## config.mk

```make
export PLATFORM = sky130hd
export DESIGN_NAME = io_bus_fabric
export DESIGN_NICKNAME = d
export VERILOG_FILES = /design/src/rtl/io_bus_fabric.sv
export SDC_FILE = /design/constraint.sdc
export NUM_CORES = 1
export LEC_CHECK = 0
export BUFFER_PORTS_ARGS = -buffer_cell sky130_fd_sc_hd__buf_2
export CORE_AREA = 3 3 179 181
export CTS_CLUSTER_DIAMETER = 40
export DETAILED_ROUTE_END_ITERATION = 16
export DIE_AREA = 0 0 182 184
export GPL_TIMING_DRIVEN = 0
export PLACE_DENSITY_LB_ADDON = 0.3
export SETUP_SLACK_MARGIN = 0.4
export SLEW_MARGIN = 20
export SYNTH_ARGS = -nofsm -noshare
export SYNTH_HDL_FRONTEND = slang
export SYNTH_SLANG_ARGS = --single-unit
```

## constraint.sdc

```tcl
create_clock -name clk -period 3.4 [get_ports clk]
set_clock_uncertainty 0.2 [all_clocks]
set_input_delay 0.51 -clock clk [delete_from_list [all_inputs] [get_ports clk]]
set_output_delay 0.51 -clock clk [all_outputs]
set_load 0.005 [all_outputs]
```

## src/rtl/io_bus_fabric.sv

```systemverilog
// rtl/io_bus_fabric.sv - memory-mapped IO interconnect between CPU data port and N slaves
module io_bus_fabric #(
  parameter int NUM_SLAVES                          = 8,
  parameter int ADDR_W                              = 32,
  parameter int DATA_W                              = 32,
  parameter logic [NUM_SLAVES*ADDR_W-1:0] BASE_ADDRS = '0,
  parameter logic [NUM_SLAVES*ADDR_W-1:0] ADDR_MASKS = '0,
  parameter int TIMEOUT_CYCLES                      = 255,
  parameter int FAULT_ON_UNMATCHED                  = 1
) (
  input  logic                         clk,
  input  logic                         resetn,
  input  logic                         cpu_valid,
  input  logic [ADDR_W-1:0]            cpu_addr,
  input  logic [DATA_W-1:0]            cpu_wdata,
  input  logic [DATA_W/8-1:0]          cpu_wstrb,
  output logic                         cpu_ready,
  output logic [DATA_W-1:0]            cpu_rdata,
  output logic                         cpu_fault,
  output logic [NUM_SLAVES-1:0]        s_valid,
  output logic [ADDR_W-1:0]            s_addr,
  output logic [DATA_W-1:0]            s_wdata,
  output logic [DATA_W/8-1:0]          s_wstrb,
  input  logic [NUM_SLAVES*DATA_W-1:0] s_rdata,
  input  logic [NUM_SLAVES-1:0]        s_ready,
  output logic [15:0]                  fault_cnt
);

  localparam int WD_W = $clog2(TIMEOUT_CYCLES + 1);
  localparam logic [WD_W-1:0] WD_MAX = WD_W'(TIMEOUT_CYCLES);
  localparam logic [NUM_SLAVES-1:0] ONE = 1;
  localparam logic UNM_FAULT = (FAULT_ON_UNMATCHED != 0);

  typedef enum logic [1:0] {
    ST_IDLE,
    ST_REQ,
    ST_RESP
  } state_t;

  state_t                r_state;
  logic [WD_W-1:0]       r_wd;
  logic [NUM_SLAVES-1:0] w_match;
  logic [NUM_SLAVES-1:0] w_onehot;
  logic [DATA_W-1:0]     w_sel_rdata;
  logic                  w_sel_ready;

  // Window match per slave: masked address equals masked base
  genvar gi;
  generate
    for (gi = 0; gi < NUM_SLAVES; gi++) begin : g_dec
      assign w_match[gi] = ((cpu_addr & ADDR_MASKS[gi*ADDR_W +: ADDR_W]) ==
                            (BASE_ADDRS[gi*ADDR_W +: ADDR_W] & ADDR_MASKS[gi*ADDR_W +: ADDR_W]));
    end
  endgenerate

  // Isolate lowest set bit so the lowest index wins on overlapping windows
  assign w_onehot = w_match & (~w_match + ONE);

  // Ready only counts from the slave currently holding s_valid
  assign w_sel_ready = |(s_ready & s_valid);

  // Read-data mux driven by the one-hot s_valid held during REQ
  always_comb begin
    w_sel_rdata = '0;
    for (int i = 0; i < NUM_SLAVES; i++) begin
      if (s_valid[i]) begin
        w_sel_rdata = w_sel_rdata | s_rdata[i*DATA_W +: DATA_W];
      end
    end
  end

  // Transaction FSM with registered slave request, CPU response, watchdog and fault counter
  always_ff @(posedge clk or negedge resetn) begin
    if (!resetn) begin
      r_state   <= ST_IDLE;
      r_wd      <= '0;
      s_valid   <= '0;
      s_addr    <= '0;
      s_wdata   <= '0;
      s_wstrb   <= '0;
      cpu_ready <= 1'b0;
      cpu_rdata <= '0;
      cpu_fault <= 1'b0;
      fault_cnt <= '0;
    end else begin
      case (r_state)
        ST_IDLE: begin
          cpu_ready <= 1'b0;
          cpu_rdata <= '0;
          cpu_fault <= 1'b0;
          if (cpu_valid) begin
            s_addr  <= cpu_addr;
            s_wdata <= cpu_wdata;
            s_wstrb <= cpu_wstrb;
            if (|w_match) begin
              s_valid <= w_onehot;
              r_wd    <= WD_W'(1);
              r_state <= ST_REQ;
            end else begin
              // Unmatched address is answered locally, no slave sees it
              cpu_ready <= 1'b1;
              cpu_rdata <= '0;
              cpu_fault <= UNM_FAULT;
              if (UNM_FAULT && fault_cnt != 16'hFFFF) begin
                fault_cnt <= fault_cnt + 16'd1;
              end
              r_state <= ST_RESP;
            end
          end
        end
        ST_REQ: begin
          if (w_sel_ready) begin
            // Ready beats a simultaneous watchdog expiry
            s_valid   <= '0;
            cpu_ready <= 1'b1;
            cpu_rdata <= (|s_wstrb) ? '0 : w_sel_rdata;
            cpu_fault <= 1'b0;
            r_wd      <= '0;
            r_state   <= ST_RESP;
          end else if (r_wd == WD_MAX) begin
            s_valid   <= '0;
            cpu_ready <= 1'b1;
            cpu_rdata <= '0;
            cpu_fault <= 1'b1;
            if (fault_cnt != 16'hFFFF) begin
              fault_cnt <= fault_cnt + 16'd1;
            end
            r_wd    <= '0;
            r_state <= ST_RESP;
          end else begin
            r_wd <= r_wd + WD_W'(1);
          end
        end
        ST_RESP: begin
          cpu_ready <= 1'b0;
          cpu_rdata <= '0;
          cpu_fault <= 1'b0;
          r_state   <= ST_IDLE;
        end
        default: begin
          s_valid   <= '0;
          cpu_ready <= 1'b0;
          cpu_rdata <= '0;
          cpu_fault <= 1'b0;
          r_state   <= ST_IDLE;
        end
      endcase
    end
  end

endmodule
```

==> metrics.txt, run 1 <==
# TYPE chip_impl_metric gauge
chip_impl_info{name="outcome",value="finished, final reports clean"} 1
chip_impl_metric{name="initial_utilization",unit="%"} 16.60
chip_impl_metric{name="clock-sinks",unit=""} 129
chip_impl_metric{name="total_leakage_power",unit="µW"} 0.003708
chip_impl_info{name="crit_path_end",value="s_addr[16]$_DFFE_PN0P_"} 1
chip_impl_metric{name="yosysSeqAreaShare",unit="%"} 63.56
chip_impl_metric{name="chipWidth",unit="µm"} 182
chip_impl_info{name="r2r_end",value="s_addr[16]$_DFFE_PN0P_"} 1
chip_impl_info{name="rr_startpoint",value="r_state[0]$_DFFE_PN0P_"} 1
chip_impl_info{name="grt_setup_unrepaired",value="false"} 1
chip_impl_metric{name="reg2reg_slack",unit="ns"} 1.12
chip_impl_metric{name="detail_route.wl_per_cell",unit="µm"} 15.25
chip_impl_metric{name="max-slew-margin-rel",unit="%"} 45.42
chip_impl_metric{name="layoutNonFillerInstCount",unit=""} 1010
chip_impl_metric{name="ctsLongestPathBuffers",unit=""} 2
chip_impl_metric{name="reg2regPathDepth",unit=""} 3
chip_impl_metric{name="postRouteWirelength",unit="µm"} 15400
chip_impl_info{name="clock_tree_from_tritoncts",value="done"} 1
chip_impl_metric{name="syn-mean-instance-area",unit="µm²"} 14.43
chip_impl_metric{name="portBuffers",unit=""} 222
chip_impl_metric{name="finalWeightedCongestion",unit=""} 0.6835
chip_impl_metric{name="ctsHtreeMaxLevel",unit=""} 4
chip_impl_metric{name="die_y",unit="µm"} 184
chip_impl_metric{name="utilization",unit="%"} 24.04
chip_impl_metric{name="total_routing_usage_gr",unit="%"} 9.370
chip_impl_metric{name="synth-seq-cells",unit=""} 129
chip_impl_metric{name="cp.depth",unit=""} 3
chip_impl_metric{name="final-seq-area",unit="mm²"} 0.003228
chip_impl_metric{name="placeableCoreArea",unit="mm²"} 0.03059
chip_impl_metric{name="critPathArrivalTime",unit="ns"} 2.38
chip_impl_info{name="ys_dominant_reg_cell",value="dfrtp_1"} 1
chip_impl_metric{name="achievable-frequency",unit="MHz"} 439.0
chip_impl_metric{name="num-fill-cells",unit=""} 3279
chip_impl_metric{name="timing.critical_path.buf_inv",unit=""} 1
chip_impl_info{name="yosys-top-cells-area",value="dfrtp_1 (64%), mux2_2 (16%), a22o_1 (5.9%)"} 1
chip_impl_metric{name="antenna_found_initial",unit=""} 2
chip_impl_metric{name="post_synth_top_area_share",unit="%"} 63.56
chip_impl_info{name="timing.critical_path.max_delay_family",value="simple AND/OR/NAND/NOR gates"} 1
chip_impl_metric{name="max_cap_violations",unit=""} 0
chip_impl_metric{name="cts_made_buffers",unit=""} 17
chip_impl_metric{name="report.final.hold_viol_count",unit=""} 0
chip_impl_metric{name="placed_cells_incl_taps",unit=""} 977
chip_impl_metric{name="worst_path_largest_cell_delay",unit="ns"} 0.70
chip_impl_metric{name="first_iter_violations",unit=""} 69
chip_impl_info{name="timing_startpoint_of_the_critical_path",value="r_state[0]$_DFFE_PN0P_"} 1
chip_impl_metric{name="report.final.setup_viol",unit=""} 0
chip_impl_metric{name="hpwlAfterDp",unit="µm"} 11540
chip_impl_metric{name="antenna_cells",unit=""} 0
chip_impl_metric{name="drt_pre_antenna_iters",unit=""} 4
chip_impl_metric{name="clock_insertion_delay_worst_skew",unit="ns"} 0.42
chip_impl_metric{name="cts.reportedPaths.clkPinSlew",unit="ns"} 0.06
chip_impl_info{name="yosys-top-cells-count",value="dfrtp_1 (129), mux2_2 (70), a22o_1 (34), nor2_1 (17)"} 1
chip_impl_metric{name="drive_gt1_share",unit="%"} 57.33
chip_impl_metric{name="fin_total_pwr",unit="µW"} 5739
chip_impl_metric{name="number_of_flops_mapped_to_enable_cells_by_yosys",unit=""} 0
chip_impl_metric{name="grt_first_pass_wirelength",unit="µm"} 23410
chip_impl_metric{name="overflow_left_after_global_routing",unit=""} 0
chip_impl_metric{name="cts_resized",unit=""} 0
chip_impl_metric{name="remaining_drc_errors",unit=""} 0
chip_impl_info{name="ctsRootBufferMaster",value="clkbuf_16"} 1
chip_impl_info{name="post-synth-top-count-cell",value="dfrtp_1"} 1
chip_impl_info{name="worst_hold_path_type",value="in -> reg"} 1
chip_impl_metric{name="overall_via_count_from_detail_route",unit=""} 3743
chip_impl_info{name="setup.worst_path.end_class",value="flop"} 1
chip_impl_info{name="netlist.top_cell.by_area",value="dfrtp_1"} 1
chip_impl_metric{name="syn_to_final_growth",unit="%"} 44.81
chip_impl_metric{name="multi_input_area",unit="mm²"} 0.001745
chip_impl_metric{name="layout_min_cycle_time",unit="ns"} 2.278
chip_impl_metric{name="worst-slew-pin-transition",unit="ns"} 0.8151
chip_impl_metric{name="std_cell_rows",unit=""} 64
chip_impl_metric{name="netlist_area",unit="mm²"} 0.005079
chip_impl_metric{name="detail-route-antenna-nets",unit=""} 0
chip_impl_metric{name="max-vdd-ir-drop",unit="V"} 0.0003170
chip_impl_info{name="critical_path_class",value="reg -> reg"} 1
chip_impl_metric{name="share_of_synthesized_flip_flops_with_an_asynchronous_set_or_reset",unit="%"} 100.0
chip_impl_metric{name="final_max_slew_viol_count",unit=""} 0
chip_impl_metric{name="post_synth_inst_count",unit=""} 352
chip_impl_metric{name="grt_max_degree",unit=""} 78
chip_impl_info{name="cp_cell_sequence",value="nor3b_2 -> buf_2 -> mux2_2"} 1
chip_impl_metric{name="synth-warning-count",unit=""} 0
chip_impl_metric{name="die_area",unit="mm²"} 0.03349
chip_impl_metric{name="final_cycle_share",unit="%"} 67.00
chip_impl_info{name="timing.critical_path.slowest_stage_cell",value="nor3b_2"} 1
chip_impl_metric{name="vias_per_cell",unit=""} 3.706
chip_impl_info{name="cp-start-kind",value="flop"} 1
chip_impl_metric{name="required",unit="ns"} 3.50
chip_impl_metric{name="number_of_global_route_vias_before_repair",unit=""} 3934
chip_impl_metric{name="layout.nets",unit=""} 938
chip_impl_metric{name="p_per_area",unit="mW/mm²"} 780.3
chip_impl_metric{name="pin_count",unit=""} 461
chip_impl_metric{name="yosysUniqueCellTypes",unit=""} 37
chip_impl_metric{name="worstPathMaxFanout",unit=""} 10
-- per-stage QoR --
stage	TNS, ns	hold slack [ns]	instance area (µm²)	setup slack, ns
after floorplan	0	0.01441	5101	1.575
after global placement	-51.41	0.2606	6708	-0.4205
after detailed placement	0	0.2716	6745	0.7989
after CTS	0	0.06534	7355	0.9243
after global routing	0	0.07337	7355	0.8698
final	0	0.09895	7355	1.122
-- layout by cell type, fill, tap and decap left out, types with 2 or more instances in the layout --
cell	netlist	final
a21o_1	3	3
a21oi_1	2	2
a22o_1	34	34
and3_1	6	6
and4_1	4	4
buf_2	12	233
buf_4	8	8
bufinv_16	0	2
clkbuf_16	0	17
clkbuf_8	0	3
clkinv_2	0	3
clkinv_4	0	3
clkinvlp_4	0	3
conb_1	1	7
dfrtp_1	129	129
ha_1	2	2
mux2_1	2	2
mux2_2	70	70
nand2_1	12	12
nand2b_1	2	2
nand3_1	7	7
nand4_1	3	3
nor2_1	17	17
nor3_1	2	2
o21ai_0	5	5
xnor2_1	6	6
xor2_1	9	9
-- kinds of logic (layout without fill, tap and decap cells) --
group	after synthesis	after routing	share of synthesized area (%)
flops	129	129	63.56
mux	72	72	15.96
simple gates	62	62	6.923
compound gates	49	49	7.884
buf+inv	22	278	2.513
xor+xnor	15	15	2.587
fa+ha+maj	2	2	0.4927
other cells	1	7	0.07384
-- cell type report --
type                       instances  share of cell area [%]
buffer                            21                   1.684
clock buffer                      20                   6.346
clock inverter                    12                   1.803
inverter                           1                 0.05104
multi-input combinational        207                   23.73
sequential                       129                   43.89
tap                              396                   6.737
timing repair buffer             224                   15.75
-- flip-flops by register name, summed over array words and instances (netlist names) --
| register | cells |
|---|---|
| s_wstrb | 4 |
| s_wdata | 32 |
| s_addr | 32 |
| cpu_rdata | 32 |
| cpu_ready | 1 |
| s_valid | 1 |
| r_state | 2 |
| r_wd | 8 |
| fault_cnt | 16 |
| cpu_fault | 1 |
-- worst min path at each step --
stage / startpoint / endpoint / cells after the start
final: s_rdata[6] / cpu_rdata[6]$_DFFE_PN0P_ / 2
after global routing: s_rdata[6] / cpu_rdata[6]$_DFFE_PN0P_ / 2
after CTS: s_rdata[27] / cpu_rdata[27]$_DFFE_PN0P_ / 2
after detailed placement: cpu_ready$_DFFE_PN0P_ / cpu_ready$_DFFE_PN0P_ / 1
after global placement: cpu_ready$_DFFE_PN0P_ / cpu_ready$_DFFE_PN0P_ / 1
after floorplan: resetn / cpu_fault$_DFFE_PN0P_ / 0
-- power breakdown --
part	internal, µW	leakage, µW	switching (µW)
Combinational	844	0.00178	804
Sequential	2000	0.00164	229
Clock	1140	0.000288	720
Total	3990	0.00371	1750
-- layer usage --
layer / global-route usage, % / part of all wire (%) / up-vias
met4: 3.199 / 1.6 / 4
met2: 12.94 / 41 / 179
met3: 5.639 / 12 / 20
met1: 12.04 / 45 / 1785
li1: - / - / 1755
met5: 0 / 0.11 / -
-- timing repair --
action / 4_1_cts / 5_1_grt
hold endpoints to repair: 76 / 0
hold buffers: 1 / 0
setup buffers: 0 / 0
(Power assumes the default switching activity.)
==> inputs of run 2 (changes only) <==
- ABC_AREA: not set -> 1
- CORE_AREA: 3 3 179 181 -> 3 3 176 178
- DIE_AREA: 0 0 182 184 -> 0 0 179 181
- clock period: 3.4 -> 2.1 ns (I/O delays scaled with it)
==> metrics.txt, run 2 <==
# TYPE chip_impl_metric gauge
chip_impl_metric{name="number_of_global_route_vias_before_repair",unit=""} 5587
chip_impl_metric{name="number_of_flops_mapped_to_enable_cells_by_yosys",unit=""} 0
chip_impl_metric{name="layout.cell_area.non_filler",unit="mm²"} 0.009131
chip_impl_metric{name="cts_made_buffers",unit=""} 17
chip_impl_metric{name="layout.nets",unit=""} 1370
chip_impl_info{name="critical_path_class",value="reg -> out"} 1
chip_impl_metric{name="max-slew-margin-rel",unit="%"} 66.28
chip_impl_metric{name="final_max_slew_viol_count",unit=""} 0
chip_impl_metric{name="overall_via_count_from_detail_route",unit=""} 5434
chip_impl_metric{name="pin_count",unit=""} 461
chip_impl_metric{name="portBuffers",unit=""} 222
chip_impl_metric{name="chipWidth",unit="µm"} 179
chip_impl_metric{name="drive_gt1_share",unit="%"} 33.65
chip_impl_metric{name="initial_utilization",unit="%"} 18.64
chip_impl_metric{name="antenna_cells",unit=""} 0
chip_impl_metric{name="critPathArrivalTime",unit="ns"} 1.14
chip_impl_metric{name="share_of_synthesized_flip_flops_with_an_asynchronous_set_or_reset",unit="%"} 100.0
chip_impl_metric{name="detail-route-antenna-nets",unit=""} 0
chip_impl_metric{name="synth-seq-cells",unit=""} 129
chip_impl_metric{name="total_leakage_power",unit="µW"} 0.004947
chip_impl_metric{name="grt_max_degree",unit=""} 72
chip_impl_metric{name="ctsLongestPathBuffers",unit=""} 2
chip_impl_info{name="netlist.top_cell.by_area",value="dfrtp_1"} 1
chip_impl_metric{name="finalWeightedCongestion",unit=""} 0.7502
chip_impl_metric{name="syn-mean-instance-area",unit="µm²"} 8.272
chip_impl_metric{name="overflow_left_after_global_routing",unit=""} 0
chip_impl_metric{name="remaining_drc_errors",unit=""} 0
chip_impl_info{name="ctsRootBufferMaster",value="clkbuf_16"} 1
chip_impl_metric{name="achievable-frequency",unit="MHz"} 604.7
chip_impl_metric{name="hpwlAfterDp",unit="µm"} 12320
chip_impl_metric{name="total_routing_usage_gr",unit="%"} 11.26
chip_impl_metric{name="first_iter_violations",unit=""} 179
chip_impl_metric{name="post_synth_top_area_share",unit="%"} 58.60
chip_impl_info{name="grt_setup_unrepaired",value="true"} 1
chip_impl_info{name="biggestRegsByFlops",value="cpu_rdata (32), s_addr (32), s_wdata (32)"} 1
chip_impl_info{name="setup.worst_path.end_class",value="output pin"} 1
chip_impl_info{name="post-synth-top-count-cell",value="nand2_1"} 1
chip_impl_metric{name="final_cycle_share",unit="%"} 78.75
chip_impl_metric{name="postRouteWirelength",unit="µm"} 17950
chip_impl_metric{name="placeableCoreArea",unit="mm²"} 0.02956
chip_impl_metric{name="max-vdd-ir-drop",unit="V"} 0.0005802
chip_impl_metric{name="std_cell_rows",unit=""} 63
chip_impl_metric{name="clock-sinks",unit=""} 129
chip_impl_metric{name="timing.critical_path.buf_inv",unit=""} 2
chip_impl_metric{name="detail_route.wl_per_cell",unit="µm"} 12.50
chip_impl_metric{name="yosysSeqAreaShare",unit="%"} 58.60
chip_impl_metric{name="worst-slew-pin-transition",unit="ns"} 0.5058
chip_impl_metric{name="worst_path_largest_cell_delay",unit="ns"} 0.43
chip_impl_info{name="ys_dominant_reg_cell",value="dfrtp_1"} 1
chip_impl_info{name="outcome",value="finished, final reports clean"} 1
chip_impl_metric{name="vias_per_cell",unit=""} 3.784
chip_impl_metric{name="required",unit="ns"} 1.58
chip_impl_info{name="yosys-top-cells-count",value="nand2_1 (383), dfrtp_1 (129), nor2_1 (27), inv_1 (25), nand3_1 (14)"} 1
chip_impl_info{name="cp_cell_sequence",value="buf_4 -> buf_2"} 1
chip_impl_metric{name="clock_insertion_delay_worst_skew",unit="ns"} 0.42
chip_impl_metric{name="max_cap_violations",unit=""} 0
chip_impl_info{name="worst_hold_path_type",value="in -> reg"} 1
chip_impl_metric{name="p_per_area",unit="mW/mm²"} 1061
chip_impl_metric{name="cts.reportedPaths.clkPinSlew",unit="ns"} 0.06
chip_impl_metric{name="die_area",unit="mm²"} 0.03240
chip_impl_info{name="cp-start-kind",value="flop"} 1
chip_impl_metric{name="ctsHtreeMaxLevel",unit=""} 4
chip_impl_metric{name="netlist_area",unit="mm²"} 0.005509
chip_impl_info{name="most-common-layout-cells",value="nand2_1 (377), buf_2 (222), dfrtp_1 (121)"} 1
chip_impl_metric{name="die_y",unit="µm"} 181
chip_impl_metric{name="drt_pre_antenna_iters",unit=""} 4
chip_impl_metric{name="layout_min_cycle_time",unit="ns"} 1.654
chip_impl_metric{name="antenna_found_initial",unit=""} 0
chip_impl_metric{name="holdWs",unit="ns"} 0.09835
chip_impl_info{name="timing.critical_path.slowest_stage_cell",value="dfrtp_2"} 1
chip_impl_metric{name="syn_to_final_growth",unit="%"} 65.75
chip_impl_info{name="clock_tree_from_tritoncts",value="done"} 1
chip_impl_metric{name="utilization",unit="%"} 30.89
chip_impl_metric{name="report.final.setup_viol",unit=""} 0
chip_impl_metric{name="report.final.hold_viol_count",unit=""} 0
chip_impl_metric{name="placedInstanceArea",unit="mm²"} 0.007173
chip_impl_info{name="timing.critical_path.max_delay_family",value="flip-flops"} 1
chip_impl_info{name="layout_commonest_cell",value="nand2_1"} 1
chip_impl_metric{name="worstPathMaxFanout",unit=""} 6
chip_impl_metric{name="synth-warning-count",unit=""} 0
chip_impl_info{name="yosys-top-cells-area",value="dfrtp_1 (59%), nand2_1 (26%), nor2_1 (1.8%)"} 1
chip_impl_metric{name="post_synth_inst_count",unit=""} 666
chip_impl_metric{name="yosysUniqueCellTypes",unit=""} 26
chip_impl_metric{name="grt_first_pass_wirelength",unit="µm"} 28750
[run 2: cell types whose count changed after synthesis, sizes merged, moves of 4 or more]
cell    before  now
nand2       12  396
and3         6    0
mux2        72    0
a22o        34    1
inv          1   28
nor2        17   34
nand3        7   14
clkbuf       1   11
and4         4    0
[run 2: per-stage QoR]
stage	total power, µW	instances	setup slack (ns)	setup TNS, ns
floorplan	4885	672	0.4085	0
CTS	9758	1424	0.4007	0
finish	9689	1436	0.4462	0
global placement	6233	1284	-1.506	-192.56
global route	10420	1436	0.3317	0
detailed placement	6266	1285	-0.1177	-0.9861
[run 2: worst paths after layout]
kind / start / end / slack, ns / cells past startpoint
min in group asynchronous: resetn / s_wdata[4]$_DFFE_PN0P_ / 0.21 / 2
min reg2reg: s_addr[3]$_DFFE_PN0P_ / s_addr[3]$_DFFE_PN0P_ / 0.26 / 2
max reg2reg: fault_cnt[0]$_DFFE_PN0P_ / fault_cnt[8]$_DFFE_PN0P_ / 0.47 / 10
max in group asynchronous: resetn / cpu_rdata[5]$_DFFE_PN0P_ / 0.76 / 3
min: s_ready[0] / r_wd[4]$_DFFE_PN0P_ / 0.1 / 4
max: fault_cnt[0]$_DFFE_PN0P_ / fault_cnt[0] / 0.45 / 2
[run 2: layout make-up]
cell class | count | area, µm²
inverters | 28 | 110.1
well taps | 390 | 488.0
clock inverters | 13 | 160.2
flip-flops and latches | 129 | 3238
clock buffers | 19 | 452.9
repair buffers | 342 | 2311
multi-input cells | 486 | 2142
fillers | 3155 | 20430
plain buffers | 29 | 229.0
[run 2: cell families after synthesis]
kind of cell,synth area share [%]
xor gates and xnor gates,1.431
and+or+nand+nor,33.09
AOI/OAI and AO/OA,1.295
adders and majority gates,0.4542
buffers and inverters,5.065
other,0.06807
DFF,58.60
[run 2: metal layers]
metal | global-route usage [%] | routed length [µm] | vias up
met3 | 4.708 | 1545 | 11
met5 | 0 | 0 | -
met2 | 18.77 | 8360 | 190
li1 | - | - | 2751
met1 | 13.35 | 7854 | 2482
met4 | 2.899 | 186 | 0
[run 2: report_power, final]
part	internal [µW]	leakage [µW]	total, µW	switching, µW
logic	1300	0.00299	2950	1660
registers	3210	0.00167	3630	416
clock network	1930	0.000287	3110	1180
total	6440	0.00495	9690	3250
[run 2: tightest hold or removal path, cell delays in order]
cell,delay [ns]
buf_2,0.10
nand2_4,0.08
nand4_1,0.09
o21ai_0,0.08
[run 2: timing repair]
item / 4_1_cts / 5_1_grt
endpoints found under the setup margin: 122 / 108
hold buffers: 101 / 0
resized for setup: 37 / 34
hold endpoints to repair: 158 / 0
setup buffers: 6 / 12
pin swaps: 4 / 6
